## src/rtl/shared_adder_arb.sv

```systemverilog
// shared_adder_arb: N requesters share one external 16-bit adder.
// A round-robin pointer selects the requester, its operands are steered to
// the adder, and the combinational sum is captured into a single result slot.
//
// Handshake rules (all interfaces): a transfer happens on a rising clock edge
// where valid and ready are both high in the preceding cycle. Requesters hold
// req_valid/req_a/req_b until accepted or may withdraw freely. The result
// slot holds resp_valid/resp_id/resp_sum stable until resp_ready is seen.
module shared_adder_arb #(
  parameter int N  = 4,
  parameter int IW = $clog2(N)
) (
  input  logic            clk,
  input  logic            rstn,
  input  logic [N-1:0]    req_valid,
  input  logic [N*16-1:0] req_a,
  input  logic [N*16-1:0] req_b,
  output logic [N-1:0]    req_ready,
  output logic [15:0]     add_a,
  output logic [15:0]     add_b,
  input  logic [15:0]     add_s,
  output logic            resp_valid,
  output logic [IW-1:0]   resp_id,
  output logic [15:0]     resp_sum,
  input  logic            resp_ready
);

  // Round-robin pointer and result slot registers.
  logic [IW-1:0] ptr_q, ptr_d;
  logic          resp_valid_q, resp_valid_d;
  logic [IW-1:0] resp_id_q, resp_id_d;
  logic [15:0]   resp_sum_q, resp_sum_d;

  // Arbitration intermediates.
  logic [2*N-1:0] req_dbl;
  logic [N-1:0]   req_rot;
  logic           gnt_vld;
  logic [IW-1:0]  gnt_idx;
  logic [N-1:0]   gnt_oh;
  logic           slot_free;
  logic           accept;

  // Rotate requests so bit 0 is the pointer's requester, then pick the first set bit.
  always_comb begin
    logic [IW:0] idx_sum;
    req_dbl = {req_valid, req_valid};
    req_rot = req_dbl[N-1:0];
    req_rot = N'(req_dbl >> ptr_q);
    gnt_vld = 1'b0;
    gnt_idx = '0;
    idx_sum = '0;
    for (int k = 0; k < N; k++) begin
      if (!gnt_vld && req_rot[k]) begin
        gnt_vld = 1'b1;
        idx_sum = {1'b0, ptr_q} + (IW+1)'(k);
        if (idx_sum >= (IW+1)'(N)) begin
          idx_sum = idx_sum - (IW+1)'(N);
        end
        gnt_idx = idx_sum[IW-1:0];
      end
    end
  end

  // Decode the granted index to one-hot; suppressed entirely while in reset.
  always_comb begin
    gnt_oh = '0;
    for (int i = 0; i < N; i++) begin
      if (rstn && gnt_vld && (gnt_idx == IW'(i))) begin
        gnt_oh[i] = 1'b1;
      end
    end
  end

  // The slot can take a new result if it is empty or being drained this cycle.
  always_comb begin
    slot_free = !resp_valid_q || resp_ready;
    accept    = rstn && gnt_vld && slot_free;
    req_ready = accept ? gnt_oh : '0;
  end

  // Steer the granted requester's operands to the shared adder; zero otherwise.
  always_comb begin
    add_a = 16'h0000;
    add_b = 16'h0000;
    for (int i = 0; i < N; i++) begin
      if (gnt_oh[i]) begin
        add_a = req_a[16*i +: 16];
        add_b = req_b[16*i +: 16];
      end
    end
  end

  // Next-state for the pointer and result slot.
  always_comb begin
    ptr_d        = ptr_q;
    resp_valid_d = resp_valid_q;
    resp_id_d    = resp_id_q;
    resp_sum_d   = resp_sum_q;
    if (accept) begin
      resp_valid_d = 1'b1;
      resp_id_d    = gnt_idx;
      resp_sum_d   = add_s;
      if (gnt_idx == IW'(N-1)) begin
        ptr_d = '0;
      end else begin
        ptr_d = gnt_idx + IW'(1);
      end
    end else if (resp_valid_q && resp_ready) begin
      resp_valid_d = 1'b0;
    end
  end

  // State registers with asynchronous active-low reset.
  always_ff @(posedge clk or negedge rstn) begin
    if (!rstn) begin
      ptr_q        <= '0;
      resp_valid_q <= 1'b0;
      resp_id_q    <= '0;
      resp_sum_q   <= 16'h0000;
    end else begin
      ptr_q        <= ptr_d;
      resp_valid_q <= resp_valid_d;
      resp_id_q    <= resp_id_d;
      resp_sum_q   <= resp_sum_d;
    end
  end

  assign resp_valid = resp_valid_q;
  assign resp_id    = resp_id_q;
  assign resp_sum   = resp_sum_q;

endmodule
```

## config.mk

```make
export PLATFORM = sky130hd
export DESIGN_NAME = shared_adder_arb
export DESIGN_NICKNAME = d
export VERILOG_FILES = /design/src/rtl/shared_adder_arb.sv
export SDC_FILE = /design/constraint.sdc
export NUM_CORES = 1
export LEC_CHECK = 0
export ABC_AREA = 1
export CORE_MARGIN = 5
export CORE_UTILIZATION = 40
export CTS_CLUSTER_SIZE = 30
export DETAILED_ROUTE_END_ITERATION = 16
export GPL_ROUTABILITY_DRIVEN = 0
export PLACE_DENSITY = 0.95
export SLEW_MARGIN = 20
export SYNTH_ARGS = -nofsm -noshare
export SYNTH_HDL_FRONTEND = slang
export SYNTH_SLANG_ARGS = --single-unit
```

## constraint.sdc

```tcl
create_clock -name clk -period 7.7 [get_ports clk]
set_clock_uncertainty 0.1 [all_clocks]
set_input_delay 1.155 -clock clk [delete_from_list [all_inputs] [get_ports clk]]
set_output_delay 1.155 -clock clk [all_outputs]
set_load 0.02 [all_outputs]
```

==> results.sh, run 1 <==
export IMPL_postLayoutSetupSlackWorst_ns=1.71
export IMPL_grt_use_met3_pct=3.43
export IMPL_cts_buffers=3
export IMPL_die_area_mm2=0.00956
export IMPL_clk_path_buf_depth=2
export IMPL_syn_nets=732
export IMPL_hpwl_mm=9.17
export IMPL_synth_edff_count=0
export IMPL_endpoint_kind="output port"
export IMPL_cts_setup_buffers=0
export IMPL_post_cts_resized=0
export IMPL_ys_seq_elements=21
export IMPL_arrival_ns=4.73
export IMPL_critical_path_required_ns=6.44
export IMPL_grt_max_degree=100
export IMPL_crit_slowest_cell="nand3_2"
export IMPL_netlist_area_leader_share_pct=24.7
export IMPL_synth_area_leaders="nand2_1 25%, nand4_1 20%, dfrtp_1 17%"
export IMPL_wl_per_cell_um=14.7
export IMPL_max_stage_delay_ns=0.79
export IMPL_layout_common_cells="204 x clkdlybuf4s50_1, 203 x nand2_1, 97 x nand4_1, 72 x inv_1, 41 x nand3_1"
export IMPL_holdWs_ns=0.377
export IMPL_synthSimpleGateAreaFrac_pct=58.0
export IMPL_slew_headroom_pct=39.6
export IMPL_grt_busiest_layer="met2"
export IMPL_synth_top_family_by_area="simple AND/OR/NAND/NOR gates"
export IMPL_tns_ns=0
export IMPL_wl_mm=12.4
export IMPL_yosysUniqueCellTypes=25
export IMPL_drive_above_1_share_pct=2.97
export IMPL_yosysTopAreaCell="nand2_1"
export IMPL_firstDrtPassIters=4
export IMPL_start_kind="primary input"
export IMPL_synth_main_ff_cell="dfrtp_1"
export IMPL_drtIter0Drc=185
export IMPL_cts_sinks=21
export IMPL_grt_util_met1_pct=29.0
export IMPL_place_ws_ns=1.69
export IMPL_critical_path_cell_chain="clkdlybuf4s50_1 -> inv_1 -> nand2_1 -> nand3_1 -> nand2_1 -> inv_2 -> nand4_4 -> buf_4 -> nand3_2 -> nand3_1 -> nand2_1 -> nand2_1 -> clkdlybuf4s50_1"
export IMPL_finalSetupViolations=0
export IMPL_antenna_left=0
export IMPL_use_met2_pct=44.8
export IMPL_port_buffers=205
export IMPL_ir_drop_uv=540
export IMPL_postSynthCellCount=577
export IMPL_clkSlewWorstSetupHoldPaths_ns=0.09
export IMPL_placed_cell_area_mm2=0.00503
export IMPL_ys_async_sr_fraction_pct=100
export IMPL_status="finished clean"
export IMPL_die_h_um=97.8
export IMPL_rows=32
export IMPL_finalMaxSlewViolations=0
export IMPL_start_util_pct=40.5
export IMPL_fin_crit_sh_pct=77.7
export IMPL_vias_per_cell=5.10
export IMPL_setup_worst_path_class="in -> out"
export IMPL_rsz0062_at_grt="false"
export IMPL_cts_root_buf="clkbuf_8"
export IMPL_timing_hold_worst_class="reg -> reg"
export IMPL_synth_compound_area_share_pct=1.14
export IMPL_drc=0
export IMPL_grt_usage_pct=24.6
export IMPL_yosys_warnings=0
export IMPL_hold_viol_final=0
export IMPL_final_nets=897
export IMPL_cp_max_fo=99
export IMPL_fin_util_pct=66.9
export IMPL_grt_ovfl_total=0
export IMPL_syn2layout_area_growth_pct=65.2
export IMPL_h_tree_depth=1
export IMPL_fin_crit_ns=5.99
export IMPL_synth_xor_area_share_pct=0.284
export IMPL_netlist_area_mm2=0.00308
export IMPL_fp_dieW_um=97.8
export IMPL_pin_count=206
export IMPL_layout_commonest_cell="clkdlybuf4s50_1"
export IMPL_vias=4301
export IMPL_worst_pin_slew_ns=0.906
export IMPL_maxCapViolCount=0
export IMPL_p_leak_nw=2.61
export IMPL_synthMuxAreaShare_pct=0
export IMPL_grt_pass1_vias=4145
export IMPL_antenna_found_initial=0
export IMPL_critPathMostFrequentCell="nand2_1"
export IMPL_antenna_cells=0
export IMPL_fin_area_mm2=0.00509
export IMPL_synth_fa_ha_area_share_pct=1.62
export IMPL_grt_pass1_wl_mm=19.9
export IMPL_seq_area_frac_synth_pct=17.1
export IMPL_cts_tree="done"
export IMPL_cts_hold_buffers=0
export IMPL_power_density_mw_per_mm2=491
export IMPL_max_freq_ghz=0.167
export IMPL_syn_area_per_cell_um2=5.34
export IMPL_core_area_mm2=0.00761
export IMPL_clock_latency_ns=0.27
## where the power goes
| part | internal, W | switching [W] |
|---|---|---|
| logic | 0.000886 | 0.00134 |
| clock network | 0.0000370 | 0.0000399 |
| registers | 0.000154 | 0.0000358 |
| total | 0.00108 | 0.00142 |
## per-layer routing
layer | share of wire, % | wire (um) | vias to the layer above
met5 | 0 | 0 | -
met4 | 4.3 | 533 | 0
met2 | 51 | 6340 | 195
met3 | 5.7 | 707 | 42
li1 | - | - | 2152
met1 | 39 | 4790 | 1912
## Yosys cell counts (2+ instances only)
| cell type | n |
|---|---|
| nand2_1 | 203 |
| nand2_2 | 2 |
| nand3_1 | 41 |
| buf_4 | 5 |
| inv_1 | 72 |
| buf_2 | 14 |
| o21ai_1 | 2 |
| nor2_1 | 38 |
| ha_1 | 4 |
| inv_4 | 2 |
| inv_2 | 3 |
| buf_6 | 5 |
| nand4_1 | 97 |
| clkinv_1 | 32 |
| nand3_2 | 2 |
| clkbuf_1 | 23 |
| o21ai_0 | 4 |
| dfrtp_1 | 21 |
## path summary, 6_finish.rpt
check | startpoint | to | slack (ns) | cells after the start
worst max-delay path | req_valid[2] | add_b[6] | 1.71 | 13
worst min-delay path | resp_sum[11] | resp_sum[11] | 0.38 | 2
worst max register to register | ptr_q[0] | resp_id[0] | 4.51 | 12
worst min register to register | resp_sum[11] | resp_sum[11] | 0.38 | 2
max in group asynchronous | rstn | resp_sum[0] | 5.63 | 2
min in group asynchronous | rstn | resp_id[0] | 1.41 | 2
## flip-flops by register name, indices dropped and copies added, names as in the netlist
register and count:
resp_sum 16, ptr_q 2, resp_valid 1, resp_id 2
## logic make-up after synthesis
kind of cell	count (synthesis)
xor+xnor	1
compound gates	7
fa+ha+maj	4
buf+inv	158
flops	21
simple gates	386
## per-stage QoR
step	power (W)	instances
after floorplan	0.00161	577
after global placement	0.00234	839
after detailed placement	0.00240	839
after CTS	0.00249	843
after global routing	0.00270	843
final	0.00250	843
## area by class of cell
type                    count  area (um2)
clock buffers               4        45.0
repair buffers            209        2080
well taps                 102         128
fillers                   659        2520
flip-flops and latches     21         526
multi-input cells         398        1900
inverters                 109         414
## worst max-delay path, delay by kind of cell
kind	cells	cell delay (ns)
buffers and inverters	5	1.93
AND/OR/NAND/NOR	8	1.63
Power figures use the tool's default switching activity.
==> inputs of run 2 (changes only) <==
Settings changed: CORE_UTILIZATION 40 to 37, PLACE_DENSITY 0.95 to 0.91.
Clock period 7.7 ns to 5.8 ns, I/O delays scaled along.
==> run 2 against run 1 <==
Against the previous run: via count rose by 1.0%; largest cell class unchanged; final area increased by 0.86%; worst hold slack lost 0.0067 ns; critical path depth unchanged; critical endpoint is now add_a[7].
==> results.sh, run 2 (synthesis gave the netlist of run 1 again) <==
export IMPL_status="finished clean"
export IMPL_syn2layout_area_growth_pct=66.6
export IMPL_cts_tree="done"
export IMPL_max_stage_delay_ns=0.71
export IMPL_die_h_um=101
export IMPL_fin_util_pct=62.8
export IMPL_vias_per_cell=5.09
export IMPL_crit_path_start="req_valid[3]"
export IMPL_grt_pass1_wl_mm=19.3
export IMPL_cts_buffers=3
export IMPL_layout_commonest_cell="clkdlybuf4s50_1"
export IMPL_drive_above_1_share_pct=3.74
export IMPL_max_freq_ghz=0.196
export IMPL_rsz0062_at_grt="false"
export IMPL_critical_path_cell_chain="clkdlybuf4s50_1 -> inv_1 -> nand2_1 -> nand3_1 -> nand2_1 -> inv_2 -> nand4_4 -> buf_4 -> nand3_2 -> inv_2 -> nand2_1 -> nand2_1 -> clkdlybuf4s50_1"
export IMPL_layout_common_cells="204 x clkdlybuf4s50_1, 203 x nand2_1, 97 x nand4_1, 72 x inv_1, 41 x nand3_1"
export IMPL_postLayoutSetupSlackWorst_ns=0.687
export IMPL_fp_dieW_um=101
export IMPL_firstDrtPassIters=5
export IMPL_maxCapViolCount=0
export IMPL_setup_worst_path_class="in -> out"
export IMPL_reg2reg_depth=12
export IMPL_worstHoldPathCells=2
export IMPL_arrival_ns=4.14
export IMPL_worstHoldEndpoint="resp_sum[5]"
export IMPL_pin_count=206
export IMPL_worstReg2RegStart="ptr_q[0]"
export IMPL_clkSlewWorstSetupHoldPaths_ns=0.07
export IMPL_place_ws_ns=0.702
export IMPL_antenna_left=0
export IMPL_ir_drop_uv=374
export IMPL_cts_root_buf="clkbuf_8"
export IMPL_tns_ns=0
export IMPL_ff2ff_setup_slack_ns=2.74
export IMPL_clock_latency_ns=0.27
export IMPL_drtIter0Drc=235
export IMPL_port_buffers=205
export IMPL_fin_crit_ns=5.11
export IMPL_largest_register_ffs=16
export IMPL_fin_crit_sh_pct=88.2
export IMPL_wl_per_cell_um=14.3
export IMPL_fill_cells=738
export IMPL_grt_ovfl_total=0
export IMPL_post_cts_resized=0
export IMPL_worst_pin_slew_ns=0.940
export IMPL_crit_slowest_cell="buf_4"
export IMPL_start_kind="primary input"
export IMPL_endpoint_kind="output port"
export IMPL_grt_usage_pct=22.5
export IMPL_hpwl_mm=9.12
export IMPL_rows=33
export IMPL_cp_max_fo=99
export IMPL_slew_headroom_pct=37.3
export IMPL_drc=0
export IMPL_p_leak_nw=2.64
export IMPL_hp_start="resp_sum[5]"
export IMPL_antenna_cells=0
export IMPL_timing_hold_worst_class="reg -> reg"
export IMPL_start_util_pct=37.7
export IMPL_finalMaxSlewViolations=0
export IMPL_hold_viol_final=0
export IMPL_antenna_found_initial=0
export IMPL_grt_pass1_vias=4177
export IMPL_h_tree_depth=1
export IMPL_cts_hold_buffers=0
export IMPL_rr_endpoint="resp_id[0]"
export IMPL_clk_path_buf_depth=2
export IMPL_cts_setup_buffers=0
export IMPL_critPathMostFrequentCell="nand2_1"
export IMPL_final_nets=904
export IMPL_vias=4346
export IMPL_critical_path_required_ns=4.83
export IMPL_die_area_mm2=0.0103
export IMPL_power_density_mw_per_mm2=654
export IMPL_cts_sinks=21
export IMPL_core_area_mm2=0.00818
export IMPL_grt_max_degree=100
export IMPL_finalSetupViolations=0
export IMPL_wl_mm=12.2
run 2: changes by cell type in the layout (fill, tap and decap cells not counted), sizes merged:
cell / previous run / this run
buf: 5 / 12
run 2: worst max-delay path: cells and delay by family:
family | cells | cell delay, ns
buffers and inverters | 6 | 2.46
and+or+nand+nor | 7 | 0.78
run 2: per-stage QoR:
step,hold WS (ns),std cells,total power [W],cell area [um2]
floorplan,0.474,577,0.00213,3080
global placement,0.354,849,0.00320,5090
detailed placement,0.357,849,0.00327,5090
CTS,0.375,853,0.00338,5130
global route,0.398,853,0.00367,5130
finish,0.371,853,0.00335,5130
run 2: cell type report:
type	count	area (um2)	share of cell area [%]
Tap cell	105	131	2.56
Timing Repair Buffer	216	2130	41.5
Clock buffer	4	45.0	0.878
Sequential cell	21	526	10.2
Inverter	109	414	8.07
Multi-Input combinational cell	398	1880	36.7
run 2: worst max path at each step:
stage	cells after the start	to	slack, ns
floorplan	18	add_a[0]	2.00
detailed placement	13	add_a[7]	0.70
finish	13	add_a[7]	0.69
global route	13	add_a[7]	0.40
global placement	13	add_a[7]	0.86
CTS	13	add_a[7]	0.70
run 2: routing by layer:
metal / wire [um] / GRT usage (%) / vias up
met2: 6400 / 42.3 / 156
met3: 825 / 2.96 / 29
met5: 0 / 0 / -
met1: 4570 / 26.0 / 1992
met4: 368 / 7.16 / 0
li1: - / - / 2169
run 2: report_power, final:
group / switching [W] / leakage [nW] / internal, W
clock network: 0.0000479 / 0.0228 / 0.0000490
registers: 0.0000451 / 0.257 / 0.000204
logic: 0.00180 / 2.36 / 0.00121
